## config.mk

```make
export PLATFORM = sky130hd
export DESIGN_NAME = array_counter_v4_flat
export DESIGN_NICKNAME = d
export VERILOG_FILES = /design/src/rtl/array_counter_v4_if.sv /design/src/rtl/array_counter_v4.sv /design/src/flat_wrapper.sv
export SDC_FILE = /design/constraint.sdc
export NUM_CORES = 1
export LEC_CHECK = 0
export ABC_AREA = 1
export CORE_MARGIN = 3
export CORE_UTILIZATION = 40
export DETAILED_ROUTE_END_ITERATION = 12
export SYNTH_ARGS = -nofsm -noshare
export SYNTH_HDL_FRONTEND = slang
export SYNTH_SLANG_ARGS = --single-unit
```

## constraint.sdc

```tcl
create_clock -name clk -period 4.2 [get_ports clk]
set_clock_uncertainty 0.2 [all_clocks]
set_input_delay 0.42 -clock clk [delete_from_list [all_inputs] [get_ports clk]]
set_output_delay 0.42 -clock clk [all_outputs]
set_load 0.01 [all_outputs]
```

## src/rtl/array_counter_v4_if.sv

```systemverilog
// array_counter_v4_if: request/response bundle for the weighted counter bank.
// The flag outputs carry live data only when ARRAY_COUNTER_V4_FLAGS_EN is defined.
interface array_counter_v4_if #(
    parameter int unsigned W   = 12,
    parameter int unsigned N   = 8,
    parameter int unsigned SW  = 4,
    parameter int unsigned IDW = $clog2(N)
);
    logic           inc_i;
    logic [IDW-1:0] inc_id_i;
    logic [SW-1:0]  inc_step_i;
    logic           dec_i;
    logic [IDW-1:0] dec_id_i;
    logic [SW-1:0]  dec_step_i;
    logic           clr_i;
    logic [IDW-1:0] clr_id_i;
    logic [W-1:0]   thr_i;
    logic           rd_en_i;
    logic [IDW-1:0] rd_id_i;
    logic           flg_clr_i;
    logic           rd_vld_o;
    logic [W-1:0]   rd_data_o;
    logic [W-1:0]   cnt_o [N];
    logic [N-1:0]   at_thr_o;
    logic [N-1:0]   ovf_o;
    logic [N-1:0]   unf_o;

    modport slave (
        input  inc_i, inc_id_i, inc_step_i,
        input  dec_i, dec_id_i, dec_step_i,
        input  clr_i, clr_id_i, thr_i,
        input  rd_en_i, rd_id_i, flg_clr_i,
        output rd_vld_o, rd_data_o, cnt_o, at_thr_o, ovf_o, unf_o
    );

    modport master (
        output inc_i, inc_id_i, inc_step_i,
        output dec_i, dec_id_i, dec_step_i,
        output clr_i, clr_id_i, thr_i,
        output rd_en_i, rd_id_i, flg_clr_i,
        input  rd_vld_o, rd_data_o, cnt_o, at_thr_o, ovf_o, unf_o
    );
endinterface

```

## src/rtl/array_counter_v4.sv

```systemverilog
// array_counter_v4: N independent W-bit counters with netted weighted inc/dec,
// per-counter clear, saturate (SAT=1) or wrap (SAT=0), registered threshold
// flags and a registered read port returning the pre-update value.
// Optional macro ARRAY_COUNTER_V4_FLAGS_EN enables sticky ovf/unf flags and flg_clr.
module array_counter_v4 #(
    parameter int unsigned W   = 12,
    parameter int unsigned N   = 8,
    parameter int unsigned SW  = 4,
    parameter int unsigned SAT = 1,
    parameter int unsigned IDW = $clog2(N)
) (
    input logic              clk,
    input logic              rst,
    array_counter_v4_if.slave bus
);
    // Two guard bits: bit W flags overflow, bit W+1 (sign) flags underflow.
    localparam int unsigned SUMW = W + 2;

    logic [SUMW-1:0] sum [N];
    logic [W-1:0]    cnt_q [N];
    logic [W-1:0]    cnt_d [N];
    logic [N-1:0]    at_thr_q, at_thr_d;
    logic [N-1:0]    ovf_q, ovf_d, unf_q, unf_d;
    logic [N-1:0]    ovf_evt, unf_evt;
    logic            rd_vld_q, rd_vld_d;
    logic [W-1:0]    rd_data_q, rd_data_d;

    // Per-counter netted update, clear priority, saturate/wrap and threshold compare
    always_comb begin
        ovf_evt  = '0;
        unf_evt  = '0;
        at_thr_d = '0;
        for (int unsigned i = 0; i < N; i++) begin
            sum[i] = SUMW'(cnt_q[i]);
            if (bus.inc_i && (bus.inc_id_i == IDW'(i))) begin
                sum[i] = sum[i] + SUMW'(bus.inc_step_i);
            end
            if (bus.dec_i && (bus.dec_id_i == IDW'(i))) begin
                sum[i] = sum[i] - SUMW'(bus.dec_step_i);
            end
            cnt_d[i] = sum[i][W-1:0];
            if (bus.clr_i && (bus.clr_id_i == IDW'(i))) begin
                cnt_d[i] = '0;
            end else if (sum[i][W+1]) begin
                unf_evt[i] = 1'b1;
                if (SAT != 0) begin
                    cnt_d[i] = '0;
                end
            end else if (sum[i][W]) begin
                ovf_evt[i] = 1'b1;
                if (SAT != 0) begin
                    cnt_d[i] = '1;
                end
            end
            at_thr_d[i] = (cnt_d[i] >= bus.thr_i);
        end
    end

    // Read port samples the counter value held before this edge's update
    always_comb begin
        rd_vld_d  = bus.rd_en_i;
        rd_data_d = rd_data_q;
        if (bus.rd_en_i) begin
            rd_data_d = '0;
            for (int unsigned i = 0; i < N; i++) begin
                if (bus.rd_id_i == IDW'(i)) begin
                    rd_data_d = cnt_q[i];
                end
            end
        end
    end

`ifdef ARRAY_COUNTER_V4_FLAGS_EN
    // Sticky flags: a new event wins over a coincident flg_clr
    always_comb begin
        ovf_d = (ovf_q & ~{N{bus.flg_clr_i}}) | ovf_evt;
        unf_d = (unf_q & ~{N{bus.flg_clr_i}}) | unf_evt;
    end
`else
    // Flags disabled: held at zero, flg_clr has no effect
    always_comb begin
        ovf_d = '0;
        unf_d = '0;
    end

    logic unused_flags;
    assign unused_flags = ^{bus.flg_clr_i, ovf_evt, unf_evt};
`endif

    // State registers with synchronous active-high reset
    always_ff @(posedge clk) begin
        if (rst) begin
            cnt_q     <= '{default: '0};
            at_thr_q  <= '0;
            ovf_q     <= '0;
            unf_q     <= '0;
            rd_vld_q  <= 1'b0;
            rd_data_q <= '0;
        end else begin
            cnt_q     <= cnt_d;
            at_thr_q  <= at_thr_d;
            ovf_q     <= ovf_d;
            unf_q     <= unf_d;
            rd_vld_q  <= rd_vld_d;
            rd_data_q <= rd_data_d;
        end
    end

    assign bus.cnt_o     = cnt_q;
    assign bus.at_thr_o  = at_thr_q;
    assign bus.ovf_o     = ovf_q;
    assign bus.unf_o     = unf_q;
    assign bus.rd_vld_o  = rd_vld_q;
    assign bus.rd_data_o = rd_data_q;

endmodule
```

## src/flat_wrapper.sv

```systemverilog
// flat-port wrapper written by rule: the top's interface ports become plain ports
module array_counter_v4_flat 
#(
    parameter int unsigned W   = 12,
    parameter int unsigned N   = 8,
    parameter int unsigned SW  = 4,
    parameter int unsigned SAT = 1,
    parameter int unsigned IDW = $clog2(N)
)
  (clk, rst, bus_inc_i, bus_inc_id_i, bus_inc_step_i, bus_dec_i, bus_dec_id_i, bus_dec_step_i, bus_clr_i, bus_clr_id_i, bus_thr_i, bus_rd_en_i, bus_rd_id_i, bus_flg_clr_i, bus_rd_vld_o, bus_rd_data_o, bus_cnt_o, bus_at_thr_o, bus_ovf_o, bus_unf_o);
  array_counter_v4_if #(.W(W), .N(N), .SW(SW), .IDW(IDW)) bus_i ();
  input logic clk;
  input logic rst;
  input wire logic [$bits(bus_i.inc_i)-1:0] bus_inc_i;
  input wire logic [$bits(bus_i.inc_id_i)-1:0] bus_inc_id_i;
  input wire logic [$bits(bus_i.inc_step_i)-1:0] bus_inc_step_i;
  input wire logic [$bits(bus_i.dec_i)-1:0] bus_dec_i;
  input wire logic [$bits(bus_i.dec_id_i)-1:0] bus_dec_id_i;
  input wire logic [$bits(bus_i.dec_step_i)-1:0] bus_dec_step_i;
  input wire logic [$bits(bus_i.clr_i)-1:0] bus_clr_i;
  input wire logic [$bits(bus_i.clr_id_i)-1:0] bus_clr_id_i;
  input wire logic [$bits(bus_i.thr_i)-1:0] bus_thr_i;
  input wire logic [$bits(bus_i.rd_en_i)-1:0] bus_rd_en_i;
  input wire logic [$bits(bus_i.rd_id_i)-1:0] bus_rd_id_i;
  input wire logic [$bits(bus_i.flg_clr_i)-1:0] bus_flg_clr_i;
  output wire logic [$bits(bus_i.rd_vld_o)-1:0] bus_rd_vld_o;
  output wire logic [$bits(bus_i.rd_data_o)-1:0] bus_rd_data_o;
  output wire logic [$bits(bus_i.cnt_o)-1:0] bus_cnt_o;
  output wire logic [$bits(bus_i.at_thr_o)-1:0] bus_at_thr_o;
  output wire logic [$bits(bus_i.ovf_o)-1:0] bus_ovf_o;
  output wire logic [$bits(bus_i.unf_o)-1:0] bus_unf_o;
  assign bus_i.inc_i = bus_inc_i;
  assign bus_i.inc_id_i = bus_inc_id_i;
  assign bus_i.inc_step_i = bus_inc_step_i;
  assign bus_i.dec_i = bus_dec_i;
  assign bus_i.dec_id_i = bus_dec_id_i;
  assign bus_i.dec_step_i = bus_dec_step_i;
  assign bus_i.clr_i = bus_clr_i;
  assign bus_i.clr_id_i = bus_clr_id_i;
  assign bus_i.thr_i = bus_thr_i;
  assign bus_i.rd_en_i = bus_rd_en_i;
  assign bus_i.rd_id_i = bus_rd_id_i;
  assign bus_i.flg_clr_i = bus_flg_clr_i;
  assign bus_rd_vld_o = bus_i.rd_vld_o;
  assign bus_rd_data_o = bus_i.rd_data_o;
  assign bus_cnt_o = {>>{bus_i.cnt_o}};
  assign bus_at_thr_o = bus_i.at_thr_o;
  assign bus_ovf_o = bus_i.ovf_o;
  assign bus_unf_o = bus_i.unf_o;
  array_counter_v4 #(.W(W), .N(N), .SW(SW), .SAT(SAT), .IDW(IDW)) u_core (.clk(clk), .rst(rst), .bus(bus_i));
endmodule
```

==> results.ini, run 1 <==
[timing]
whs_ns = 0.2691
min_period_ns = 4.262
fin_ws_ns = -0.06202
drv_slew = 0
worstMarginPinSlew_ns = 1.035
fin_crit_sh = 1.015
finalHoldViolations = 0
fmax_ghz = 0.2346
slew_headroom = 0.3095
rsz0062_at_grt = yes
setup_viol = 2

[die]
io_pins = 172
initial_utilization = 0.4081
die_w_um = 194.4
dieHeight_um = 194.4
core-area_um2 = 34800
fp-row-count = 68
dieArea_um2 = 37800

[layout]
final_layout_size_suffix_gt1_frac = 0.2731
fillers = 3261
final_net_count = 3226
antenna_cells = 0
multi_input_area_um2 = 10900
finalCoreUtilization = 0.6162
area_delta_synth_final_pct = 50.98
regArea_um2 = 2360

[detailed_routing]
ant_nets = 0
vias = 17400
routed_wl_um = 57820
viasPerCell = 5.002
drt-initial-drc-count = 1427
drtPass1Iterations = 7
drc = 0
wl_per_cell_um = 16.62

[synthesis]
yosys.area_share.adder = 0.1635
synthSimpleGateAreaFrac = 0.3892
yosys-top-cells-area = nand2_1 20%, dfxtp_1 16%, ha_1 14%
synthMuxAreaShare = 0.006431
syn_inst = 2369
synth_seq_cells = 117
syn-cell-area_um2 = 14200
synth_top_family_by_area = simple AND/OR/NAND/NOR gates
yosysSeqAreaShare = 0.1649
synth_compound_area_frac = 0.1111
netlist.area_leader.share = 0.1980
synthArstFlopShare = 0
synth_top_area_cell = nand2_1
post-synth-top-count-cell = nand2_1
synth-main-ff-cell = dfxtp_1
ys_warn_count = 0
synthTopCellsByCount = 749 x nand2_1, 384 x inv_1, 235 x nor2_1
synth_xor_xnor_area_share = 0.03145
ys_types = 59
syn_area_per_cell_um2 = 5.995
synth_edf_count = 0

[clock_tree]
cts_root_buf = clkbuf_16
cts_tree = built
cts_made_buffers = 17
clock_sinks = 117
cts_hold_buf = 0
ctsLongestPathBuffers = 2
h-tree-depth = 4
clock_latency_ns = 0.44
cts.clk_slew.worst_paths_ns = 0.07

[min_path]
whs_path_depth = 2
min_from = u_core.bus.rd_data_o[7]
hold_end = u_core.bus.rd_data_o[7]
hold_path_class = reg2reg

[power_and_ir_drop]
vdd_drop_max_v = 0.0002121
power_density_nw_per_um2 = 250.2
finalPower_mw = 5.365
p_leak_nw = 11.52

[global_route]
grt_overflow = 0
grt_antenna_before_repair = 1
grt_pass1_vias = 16320
grt_start_max_net_pins = 63
grt_pass1_wl_um = 87110
grt_usage = 0.2913

[placement]
dp_hpwl_um = 44290
gp_congestion = 1.008
portBuffers = 154

[setup_path]
crit_cells = 26
r2r_end = u_core.bus.at_thr_o[2]
setup.worst_path.end_class = register
r2r_slack_ns = -0.06
crit_arrival_ns = 4.40
crit_path_start_kind = register
cp_data_required_time_ns = 4.34
timing.rr.start = u_core.bus.cnt_o[60]
critPathKind = reg2reg
slowest_delay_ns = 0.37
crit_fanout = 5
crit_buf_inv = 4
cpLargestDelayFamily = simple AND/OR/NAND/NOR gates
critPathSlowestCell = dfxtp_4
ff2ff_path_depth = 26

[run_status]
failed_checks = negative setup slack
run_status = finished with violations

[job]
cap_violations = 0

## stage by stage
stage / setup WS, ns / cell area, um2 / setup TNS [ns] / instances
2_1_floorplan: -0.02469 / 14330 / -0.04965 / 2384
3_3_place_gp: -1.053 / 19460 / -8.145 / 3380
3_5_place_dp: -1.127 / 19460 / -10.74 / 3380
4_1_cts: -0.05756 / 20720 / -0.1204 / 3455
5_1_grt: -0.3096 / 21440 / -2.139 / 3479
6_report: -0.06202 / 21440 / -0.07109 / 3479
## worst max path at each step
stage / endpoint / start
floorplan: u_core.bus.at_thr_o[7] / bus_inc_step_i[1]
global placement: u_core.bus.at_thr_o[0] / bus_inc_step_i[0]
detailed placement: u_core.bus.at_thr_o[0] / bus_inc_step_i[0]
CTS: u_core.bus.at_thr_o[2] / u_core.bus.cnt_o[60]
global route: u_core.bus.at_thr_o[2] / u_core.bus.cnt_o[60]
finish: u_core.bus.at_thr_o[2] / u_core.bus.cnt_o[60]
## sequential cells by signal (all words and copies together), names as in the netlist
register,count
u_core.bus.rd_data_o,12
u_core.bus.cnt_o,96
u_core.bus.rd_vld_o,1
u_core.bus.at_thr_o,8
## layout by cell type (no fill, tap or decap), drive strengths merged, types with 12 or more instances in the layout
cell type      netlist  final
a21boi              13     13
a21oi               72     72
buf                 36    509
clkbuf              14     19
clkdlybuf4s50        0    145
conb                 1     16
dfxtp              117    117
fa                  16     16
ha                 160    160
inv                405    406
nand2              775    775
nand3              153    153
nand4               44     44
nor2               266    266
nor3                28     28
o21ai              116    116
o22ai               12     12
xor2                40     40
## worst register-to-register path, delay by kind of cell, from the launching register on
kind / cells / cell delay [ns]
compound gates: 6 / 0.84
xor+xnor: 1 / 0.17
fa+ha+maj: 4 / 1.12
buf+inv: 4 / 0.23
flops: 1 / 0.37
simple gates: 11 / 1.22
## where the power goes
part	internal [mW]	total [mW]	switching, mW	leakage [nW]
sequential	1.19	1.31	0.114	0.957
combinational	1.16	2.43	1.27	10.3
clock	0.999	1.63	0.627	0.301
total	3.36	5.36	2.01	11.5
## final cells by class
type / instances / share of cell area
Multi-Input combinational cell: 1808 / 0.5083
Timing Repair Buffer: 660 / 0.2538
Sequential cell: 117 / 0.1100
Inverter: 407 / 0.07189
Tap cell: 455 / 0.02655
Clock buffer: 18 / 0.02001
Clock inverter: 14 / 0.009394
## routing by layer
layer  part of all wire  track usage  wire (um)
met5                  0            0          0
met2               0.45       0.4666      25770
met1               0.47       0.4043      26940
met4              0.032       0.1013       1867
met3              0.056      0.03692       3240
## cells by family (layout without fill, tap and decap cells)
kind of cell             count (synthesis)  after routing
AND/OR/NAND/NOR                       1288           1288
multiplexers                             9              9
buffers and inverters                  459           1099
XOR/XNOR                                51             51
AO/OA/AOI/OAI                          268            268
flip-flops                             117            117
other                                    1             16
adder cells (fa/ha/maj)                176            176
## repair_timing
item,CTS,global route
gates cloned,0,0
setup buffers,43,24
gates resized for setup,112,141
setup endpoints to repair,8,9
pin swaps,75,127
No activity file was read; power rests on OpenSTA's default activity.
==> run 2, diff against run 1 <==
SLEW_MARGIN = 10   (was default)
==> results of run 2 <==
No change in the layout: final DEF, timing and power equal those of run 1.
